$ cat config.mk
export PLATFORM = sky130hd
export DESIGN_NAME = alu
export DESIGN_NICKNAME = d
export VERILOG_FILES = /design/src/rtl/alu_pkg.sv /design/src/rtl/alu_comb.sv /design/src/rtl/alu.sv
export SDC_FILE = /design/constraint.sdc
export NUM_CORES = 1
export LEC_CHECK = 0
export ABC_AREA = 0
export BUFFER_PORTS_ARGS = -buffer_cell sky130_fd_sc_hd__clkbuf_2
export CORE_MARGIN = 1
export CORE_UTILIZATION = 40
export CTS_CLUSTER_DIAMETER = 150
export CTS_CLUSTER_SIZE = 8
export DETAILED_ROUTE_END_ITERATION = 6
export HOLD_SLACK_MARGIN = 0.1
export SKIP_LAST_GASP = 1
export SYNTH_ARGS = -nofsm -noshare
export SYNTH_HDL_FRONTEND = slang
export SYNTH_HIERARCHICAL = 1
export SYNTH_SLANG_ARGS = --single-unit
$ cat constraint.sdc
create_clock -name clock -period 0.8 [get_ports clock]
set_input_delay 0.04 -clock clock [delete_from_list [all_inputs] [get_ports clock]]
set_output_delay 0.04 -clock clock [all_outputs]
set_load 0.01 [all_outputs]
$ cat src/rtl/alu_pkg.sv
// Shared ALU definitions: data width, opcode encoding and flag bit positions.
package alu_pkg;

   localparam int DATA_W = 8;

   typedef enum logic [2:0] {
      ADD = 3'b000,
      ADC = 3'b001,
      SUB = 3'b010,
      SBB = 3'b011,
      AND = 3'b100,
      OR  = 3'b101,
      XOR = 3'b110,
      CMP = 3'b111
   } alu_op_t;

   localparam int FLAG_C  = 0;
   localparam int FLAG_ZF = 1;
   localparam int FLAG_N  = 2;
   localparam int FLAG_V  = 3;

endpackage

$ cat src/rtl/alu_comb.sv
// Combinational ALU datapath: result and C/ZF/N/V flags for one operation.
// Overflow flag is only built when ALU_OVERFLOW_EN is defined.
module alu_comb
   import alu_pkg::*;
(
   input  logic [DATA_W-1:0] a,
   input  logic [DATA_W-1:0] b,
   input  logic [2:0]        op,
   input  logic              cin,
   output logic [DATA_W-1:0] result,
   output logic [3:0]        flags
);

   alu_op_t           op_e;
   logic              add_cin;
   logic              sub_cin;
   logic [DATA_W:0]   sum9;
   logic [DATA_W:0]   diff9;
   logic [DATA_W-1:0] flag_r;
   logic              carry;
   logic              v_flag;

   assign op_e = alu_op_t'(op);

   always_comb begin
      add_cin = (op_e == ADC) ? cin : 1'b0;
      sub_cin = (op_e == SBB) ? cin : 1'b0;
      sum9    = {1'b0, a} + {1'b0, b} + {{DATA_W{1'b0}}, add_cin};
      // Bit 8 of the 9-bit difference is set exactly when A < B + Cin.
      diff9   = {1'b0, a} - {1'b0, b} - {{DATA_W{1'b0}}, sub_cin};
   end

   always_comb begin
      result = '0;
      flag_r = '0;
      carry  = 1'b0;
      case (op_e)
         ADD, ADC: begin
            result = sum9[DATA_W-1:0];
            flag_r = sum9[DATA_W-1:0];
            carry  = sum9[DATA_W];
         end
         SUB, SBB: begin
            result = diff9[DATA_W-1:0];
            flag_r = diff9[DATA_W-1:0];
            carry  = diff9[DATA_W];
         end
         AND: begin
            result = a & b;
            flag_r = a & b;
         end
         OR: begin
            result = a | b;
            flag_r = a | b;
         end
         XOR: begin
            result = a ^ b;
            flag_r = a ^ b;
         end
         CMP: begin
            result = a;
            flag_r = diff9[DATA_W-1:0];
            carry  = diff9[DATA_W];
         end
         default: begin
            result = '0;
            flag_r = '0;
            carry  = 1'b0;
         end
      endcase
   end

`ifdef ALU_OVERFLOW_EN
   always_comb begin
      v_flag = 1'b0;
      case (op_e)
         ADD, ADC:      v_flag = (a[DATA_W-1] == b[DATA_W-1]) && (flag_r[DATA_W-1] != a[DATA_W-1]);
         SUB, SBB, CMP: v_flag = (a[DATA_W-1] != b[DATA_W-1]) && (flag_r[DATA_W-1] != a[DATA_W-1]);
         default:       v_flag = 1'b0;
      endcase
   end
`else
   assign v_flag = 1'b0;
`endif

   always_comb begin
      flags          = '0;
      flags[FLAG_C]  = carry;
      flags[FLAG_ZF] = (flag_r == '0);
      flags[FLAG_N]  = flag_r[DATA_W-1];
      flags[FLAG_V]  = v_flag;
   end

endmodule

$ cat src/rtl/alu.sv
// Registered 8-bit ALU top: output register with async active-low reset
// around alu_comb. Define ALU_OVERFLOW_EN to enable the V flag.
module alu
   import alu_pkg::*;
(
   input  logic              clock,
   input  logic              reset_n,
   input  logic [DATA_W-1:0] A,
   input  logic [DATA_W-1:0] B,
   input  logic [2:0]        operation,
   input  logic [3:0]        flags_in,
   output logic [DATA_W-1:0] Z,
   output logic [3:0]        flags_out
);

   logic [DATA_W-1:0] z_d, z_q;
   logic [3:0]        flags_d, flags_q;
   logic              unused_flags_in;

   // Only the carry-in is consumed; the other incoming flags are don't-care.
   assign unused_flags_in = ^flags_in[3:1];

   alu_comb u_comb (
      .a      (A),
      .b      (B),
      .op     (operation),
      .cin    (flags_in[FLAG_C]),
      .result (z_d),
      .flags  (flags_d)
   );

   always_ff @(posedge clock or negedge reset_n) begin
      if (!reset_n) begin
         z_q     <= '0;
         flags_q <= '0;
      end else begin
         z_q     <= z_d;
         flags_q <= flags_d;
      end
   end

   assign Z         = z_q;
   assign flags_out = flags_q;

endmodule

==> flow_metrics.env, run 1 <==
export IMPL_status="finished with violations"
export IMPL_violations="negative setup slack"
export IMPL_tns_ns=-13.32
export IMPL_synth_edff_count=0
export IMPL_grt_pass1_wl_um=7810
export IMPL_max_freq_mhz=400
export IMPL_sw_frac_of_total=0.369
export IMPL_ys_types=47
export IMPL_drive_gt1_frac=0.465
export IMPL_io_pins=37
export IMPL_ff_latch_area_um2=300
export IMPL_nets=373
export IMPL_n_fill_cell=363
export IMPL_pwr_share_clk=0.153
export IMPL_syn_to_final_growth_pct=56.8
export IMPL_synth_ff_type="dfrtp_1"
export IMPL_routed_via_density=5.18
export IMPL_synth_top_area_frac=0.214
export IMPL_antennaDiodeCount=0
export IMPL_dieArea_mm2=0.00466
export IMPL_ys_ff_latch=12
export IMPL_std_cell_rows=23
export IMPL_p_switching_mw=1.23
export IMPL_antenna_found_initial=0
export IMPL_place_ws_ns=-2.04
export IMPL_die_h_um=68.3
export IMPL_crit_arrival_ns=2.67
export IMPL_grt_pass1_vias=1738
export IMPL_p_seq_frac=0.217
export IMPL_synth_nets=276
export IMPL_max_cap_violations=0
export IMPL_path_class="in -> reg"
export IMPL_async_flop_share=1.00
export IMPL_synthTopCellsByArea="ha_1 (21%), dfrtp_1 (17%), a21oi_1 (6.0%), inv_1 (5.8%), fa_1 (4.6%)"
export IMPL_clock_path_buffers=2
export IMPL_cp_max_fo=2
export IMPL_ant_nets=0
export IMPL_groute_usage_overall=0.226
export IMPL_placed_area_mm2=0.00244
export IMPL_drt_iter0_drc=79
export IMPL_worst_slack_ns=-1.70
export IMPL_grt_max_degree=26
export IMPL_setup_worst_path_start="operation[2]"
export IMPL_vias=1876
export IMPL_drc=0
export IMPL_p_int_mw=2.11
export IMPL_hp_class="in -> async"
export IMPL_min_period_over_period=3.13
export IMPL_p_comb_frac=0.630
export IMPL_syn_inst=217
export IMPL_avgSynthCellArea_um2=8.10
export IMPL_die_x_um=68.3
export IMPL_setup_violations=11
export IMPL_netlist_area_mm2=0.00176
export IMPL_finalMaxSlewViolations=0
export IMPL_power_mw=3.34
export IMPL_required_ns=0.97
export IMPL_path_clk_slew_ns=0.05
export IMPL_dpl_hpwl_um=3830
export IMPL_root_buffer="clkbuf_8"
export IMPL_worstSetupStartpointType="primary input"
export IMPL_coreArea_mm2=0.00412
export IMPL_end_kind="register"
export IMPL_post_drt_wl_per_cell_um=13.4
export IMPL_p_leak_nw=1.36
export IMPL_rsz0062_at_grt="true"
export IMPL_yosysWarningCount=6
export IMPL_cts_tree="done"
export IMPL_gp_congestion=0.846
export IMPL_yosys_top_cells_count="ha_1 (30), inv_1 (27), a21oi_1 (21)"
export IMPL_finalHoldViolCount=0
export IMPL_io_buffers=33
export IMPL_postLayoutCellArea_mm2=0.00276
export IMPL_start_util=0.427
export IMPL_totalWireLength_um=4850
export IMPL_post_route_min_period_ns=2.50
export IMPL_whs_ns=0.215
export IMPL_yosys_area_top_type="ha_1"
export IMPL_firstDrtPassIters=4
export IMPL_cts_htree_levels=1
export IMPL_clkSinkCount=12
export IMPL_power_density_mw_per_mm2=1210
export IMPL_yosys_cell_count_top_type="ha_1"
export IMPL_grt_overflow_total=0
export IMPL_multi_input_area_mm2=0.00151
export IMPL_cts_made_buffers=3
export IMPL_peakVddDrop_mv=0.518
export IMPL_ys_seq_area_frac=0.171
[layout make-up]
cell class | instances | share of cell area
Tap cell | 50 | 0.0227
Clock buffer | 3 | 0.0150
Sequential cell | 12 | 0.109
Inverter | 27 | 0.0386
Timing Repair Buffer | 103 | 0.268
Multi-Input combinational cell | 167 | 0.546
[repair_timing]
| item | 4_1_cts | 5_1_grt |
|---|---|---|
| pin swaps | 23 | 16 |
| hold endpoints to repair | 12 | 0 |
| setup buffers | 5 | 3 |
| resized for setup | 25 | 19 |
| hold buffers | 1 | 0 |
| endpoints found under the setup margin | 11 | 12 |
[critical path: stages]
cell and delay, ns:
buf_8 0.10, clkinv_4 0.03, nand4_1 0.09, fa_2 0.57
inv_2 0.05, ha_4 0.14, o21a_1 0.19, or4_4 0.42
a21bo_1 0.18, or4b_4 0.51, a211oi_2 0.19, a22o_1 0.15
[registers in the layout, indices dropped and copies added, names as in the netlist]
signal and flops:
flags_out 4, Z 8
[routing by layer]
metal  part of all wire  global-route usage
met3              0.034              0.0283
met2               0.49               0.391
met5                  0                   0
met4              0.015              0.0911
met1               0.46               0.280
[worst max path at each step]
stage / to / slack, ns
after floorplan: flags_out[1]$_DFF_PN0_ / -2.18
after global placement: flags_out[1]$_DFF_PN0_ / -2.00
after detailed placement: flags_out[1]$_DFF_PN0_ / -2.04
after CTS: flags_out[1]$_DFF_PN0_ / -1.77
after global routing: flags_out[1]$_DFF_PN0_ / -1.77
final: flags_out[1]$_DFF_PN0_ / -1.70
[power groups by stage]
stage | sequential [mW] | clock, mW | combinational [mW]
floorplan | 0.788 | 0 | 1.01
global placement | 0.731 | 0 | 1.73
detailed placement | 0.734 | 0 | 1.75
CTS | 0.724 | 0.525 | 1.97
global route | 0.741 | 0.563 | 2.30
finish | 0.724 | 0.511 | 2.10
[cell usage in the layout, fill, tap and decap left out, types with 5 or more instances in the layout]
master	netlist	final
buf_4	2	66
clkbuf_2	0	30
ha_1	30	28
inv_1	27	25
nor2_1	14	14
a21oi_1	21	13
dfrtp_1	12	12
o21ai_0	10	8
a21oi_2	0	8
nand2_1	7	7
nand2b_1	6	6
a211oi_1	9	6
nor3_1	5	5
nand3_1	5	5
[metrics by stage]
step           instances  utilization
4_1_cts              360        0.645
5_1_grt              362        0.670
3_5_place_dp         352        0.593
2_1_floorplan        217            -
6_report             362        0.670
3_3_place_gp         352        0.593
[logic make-up after synthesis]
kind of cell    count (synthesis)  share of synthesized area
mux                             1                    0.00570
fa+ha+maj                      34                      0.259
other cells                     1                    0.00213
xor+xnor                       13                     0.0691
compound gates                 69                      0.258
flops                          12                      0.171
simple gates                   49                      0.145
buf+inv                        38                     0.0897
No activity file was read; power rests on OpenSTA's default activity.
==> run 2, diff against run 1 <==
--- a/config.mk
+++ b/config.mk
@@ -13,7 +13,6 @@
 export CTS_CLUSTER_SIZE = 8
 export DETAILED_ROUTE_END_ITERATION = 6
 export HOLD_SLACK_MARGIN = 0.1
-export SKIP_LAST_GASP = 1
 export SYNTH_ARGS = -nofsm -noshare
 export SYNTH_HDL_FRONTEND = slang
 export SYNTH_HIERARCHICAL = 1
==> run 2 against run 1 <==
  * The run still ends with negative setup slack left
  * Global-route usage rose by 0.069 points
  * Die area unchanged
  * Largest cell class unchanged
  * Critical path depth unchanged
  * Final cell count stayed put
==> flow_metrics.env, run 2 (synthesized netlist as in run 1, its figures left out) <==
export IMPL_required_ns=0.97
export IMPL_dp_cells=352
export IMPL_grt_pass1_wl_um=7840
export IMPL_die_h_um=68.3
export IMPL_std_cell_rows=23
export IMPL_final_core_util=0.672
export IMPL_cts_made_buffers=3
export IMPL_clkSinkCount=12
export IMPL_critical_path_buf_inv_count=3
export IMPL_largest_reg_flops=8
export IMPL_root_buffer="clkbuf_8"
export IMPL_finalHoldViolCount=0
export IMPL_min_period_over_period=3.13
export IMPL_path_class="in -> reg"
export IMPL_die_x_um=68.3
export IMPL_routed_via_density=5.15
export IMPL_antennaDiodeCount=0
export IMPL_place_ws_ns=-2.04
export IMPL_cts_tree="done"
export IMPL_violations="negative setup slack"
export IMPL_drt_iter0_drc=76
export IMPL_power_density_mw_per_mm2=1210
export IMPL_final_cells=362
export IMPL_groute_usage_overall=0.227
export IMPL_grt_overflow_total=0
export IMPL_worstSetupStartpointType="primary input"
export IMPL_antenna_found_initial=0
export IMPL_grt_max_degree=26
export IMPL_grt_pass1_vias=1740
export IMPL_cts_htree_levels=1
export IMPL_cp_depth=12
export IMPL_start_util=0.427
export IMPL_peakVddDrop_mv=0.519
export IMPL_post_route_min_period_ns=2.51
export IMPL_clock_path_buffers=2
export IMPL_rsz0062_at_grt="true"
export IMPL_end_kind="register"
export IMPL_drive_gt1_frac=0.474
export IMPL_coreArea_mm2=0.00412
export IMPL_dpl_hpwl_um=3830
export IMPL_crit_chain="buf_8, clkinv_4, nand4_1, fa_2, inv_2, ha_4, o21a_1, or4_4, a21bo_1, or4b_4, a211oi_2, a22o_1"
export IMPL_max_cap_violations=0
export IMPL_final_common_cell="buf_4"
export IMPL_status="finished with violations"
export IMPL_crit_arrival_ns=2.67
export IMPL_vias=1866
export IMPL_firstDrtPassIters=4
export IMPL_cp_max_fo=2
export IMPL_dieArea_mm2=0.00466
export IMPL_layout_common_cells="buf_4 (65), clkbuf_2 (30), ha_1 (28)"
export IMPL_finalMaxSlewViolations=0
export IMPL_setup_violations=11
export IMPL_cpPeakStageDelay_ns=0.58
export IMPL_crit_family="simple AND/OR/NAND/NOR gates"
export IMPL_gp_congestion=0.846
export IMPL_syn_to_final_growth_pct=57.5
export IMPL_io_buffers=33
export IMPL_ant_nets=0
export IMPL_worst_slack_ns=-1.71
export IMPL_drc=0
export IMPL_hp_class="in -> async"
export IMPL_critPathSlowestCell="fa_2"
export IMPL_setup_worst_path_start="operation[2]"
export IMPL_max_freq_mhz=399
export IMPL_nets=373
export IMPL_post_drt_wl_per_cell_um=13.4
export IMPL_p_leak_nw=1.36
export IMPL_totalWireLength_um=4850
export IMPL_path_clk_slew_ns=0.05
export IMPL_io_pins=37
[run 2: cell types whose count changed in the layout (fill, tap and decap cells not counted)]
cell,change
o21ai_0,-1
o21ai_1,+1
buf_6,+1
a21oi_1,-2
a21oi_2,+2
inv_2,+1
buf_4,-1
inv_1,-1
[run 2: path summary, 6_finish.rpt]
kind                                          end  slack [ns]
worst max-delay path       flags_out[1]$_DFF_PN0_       -1.71
worst min-delay path               Z[2]$_DFF_PN0_        0.21
max in group asynchronous          Z[7]$_DFF_PN0_        0.37
min in group clock                 Z[5]$_DFF_PN0_        0.26
[run 2: what timing repair did]
action	in CTS	in global routing
hold buffers	1	0
buffers inserted	5	3
gates resized for setup	28	21
endpoints found under the hold margin	12	0
endpoints found under the setup margin	11	12
pin swaps	23	16
[run 2: routing by layer]
layer / GRT usage / part of all wire
met1: 0.280 / 0.45
met2: 0.393 / 0.49
met3: 0.0283 / 0.037
met4: 0.0911 / 0.019
met5: 0 / 0
[run 2: power breakdown]
| part | internal, mW | switching (mW) |
|---|---|---|
| Sequential | 0.702 | 0.0225 |
| Combinational | 1.08 | 1.03 |
| Clock | 0.328 | 0.183 |
[run 2: layout make-up]
class | count | area [um2]
multi-input combinational | 167 | 1510
fill | 357 | 1350
timing repair buffer | 103 | 743
sequential | 12 | 300
inverter | 27 | 106
tap | 50 | 62.6
clock buffer | 3 | 41.3
[run 2: stage by stage]
step	power, mW	TNS [ns]	hold WS, ns	cell area [um2]
2_1_floorplan	1.79	-16.29	-0.256	1870
3_3_place_gp	2.46	-16.53	-0.0772	2440
3_5_place_dp	2.48	-16.79	-0.0716	2440
4_1_cts	3.22	-13.90	0.223	2660
5_1_grt	3.62	-14.19	0.261	2770
6_report	3.35	-13.27	0.214	2770
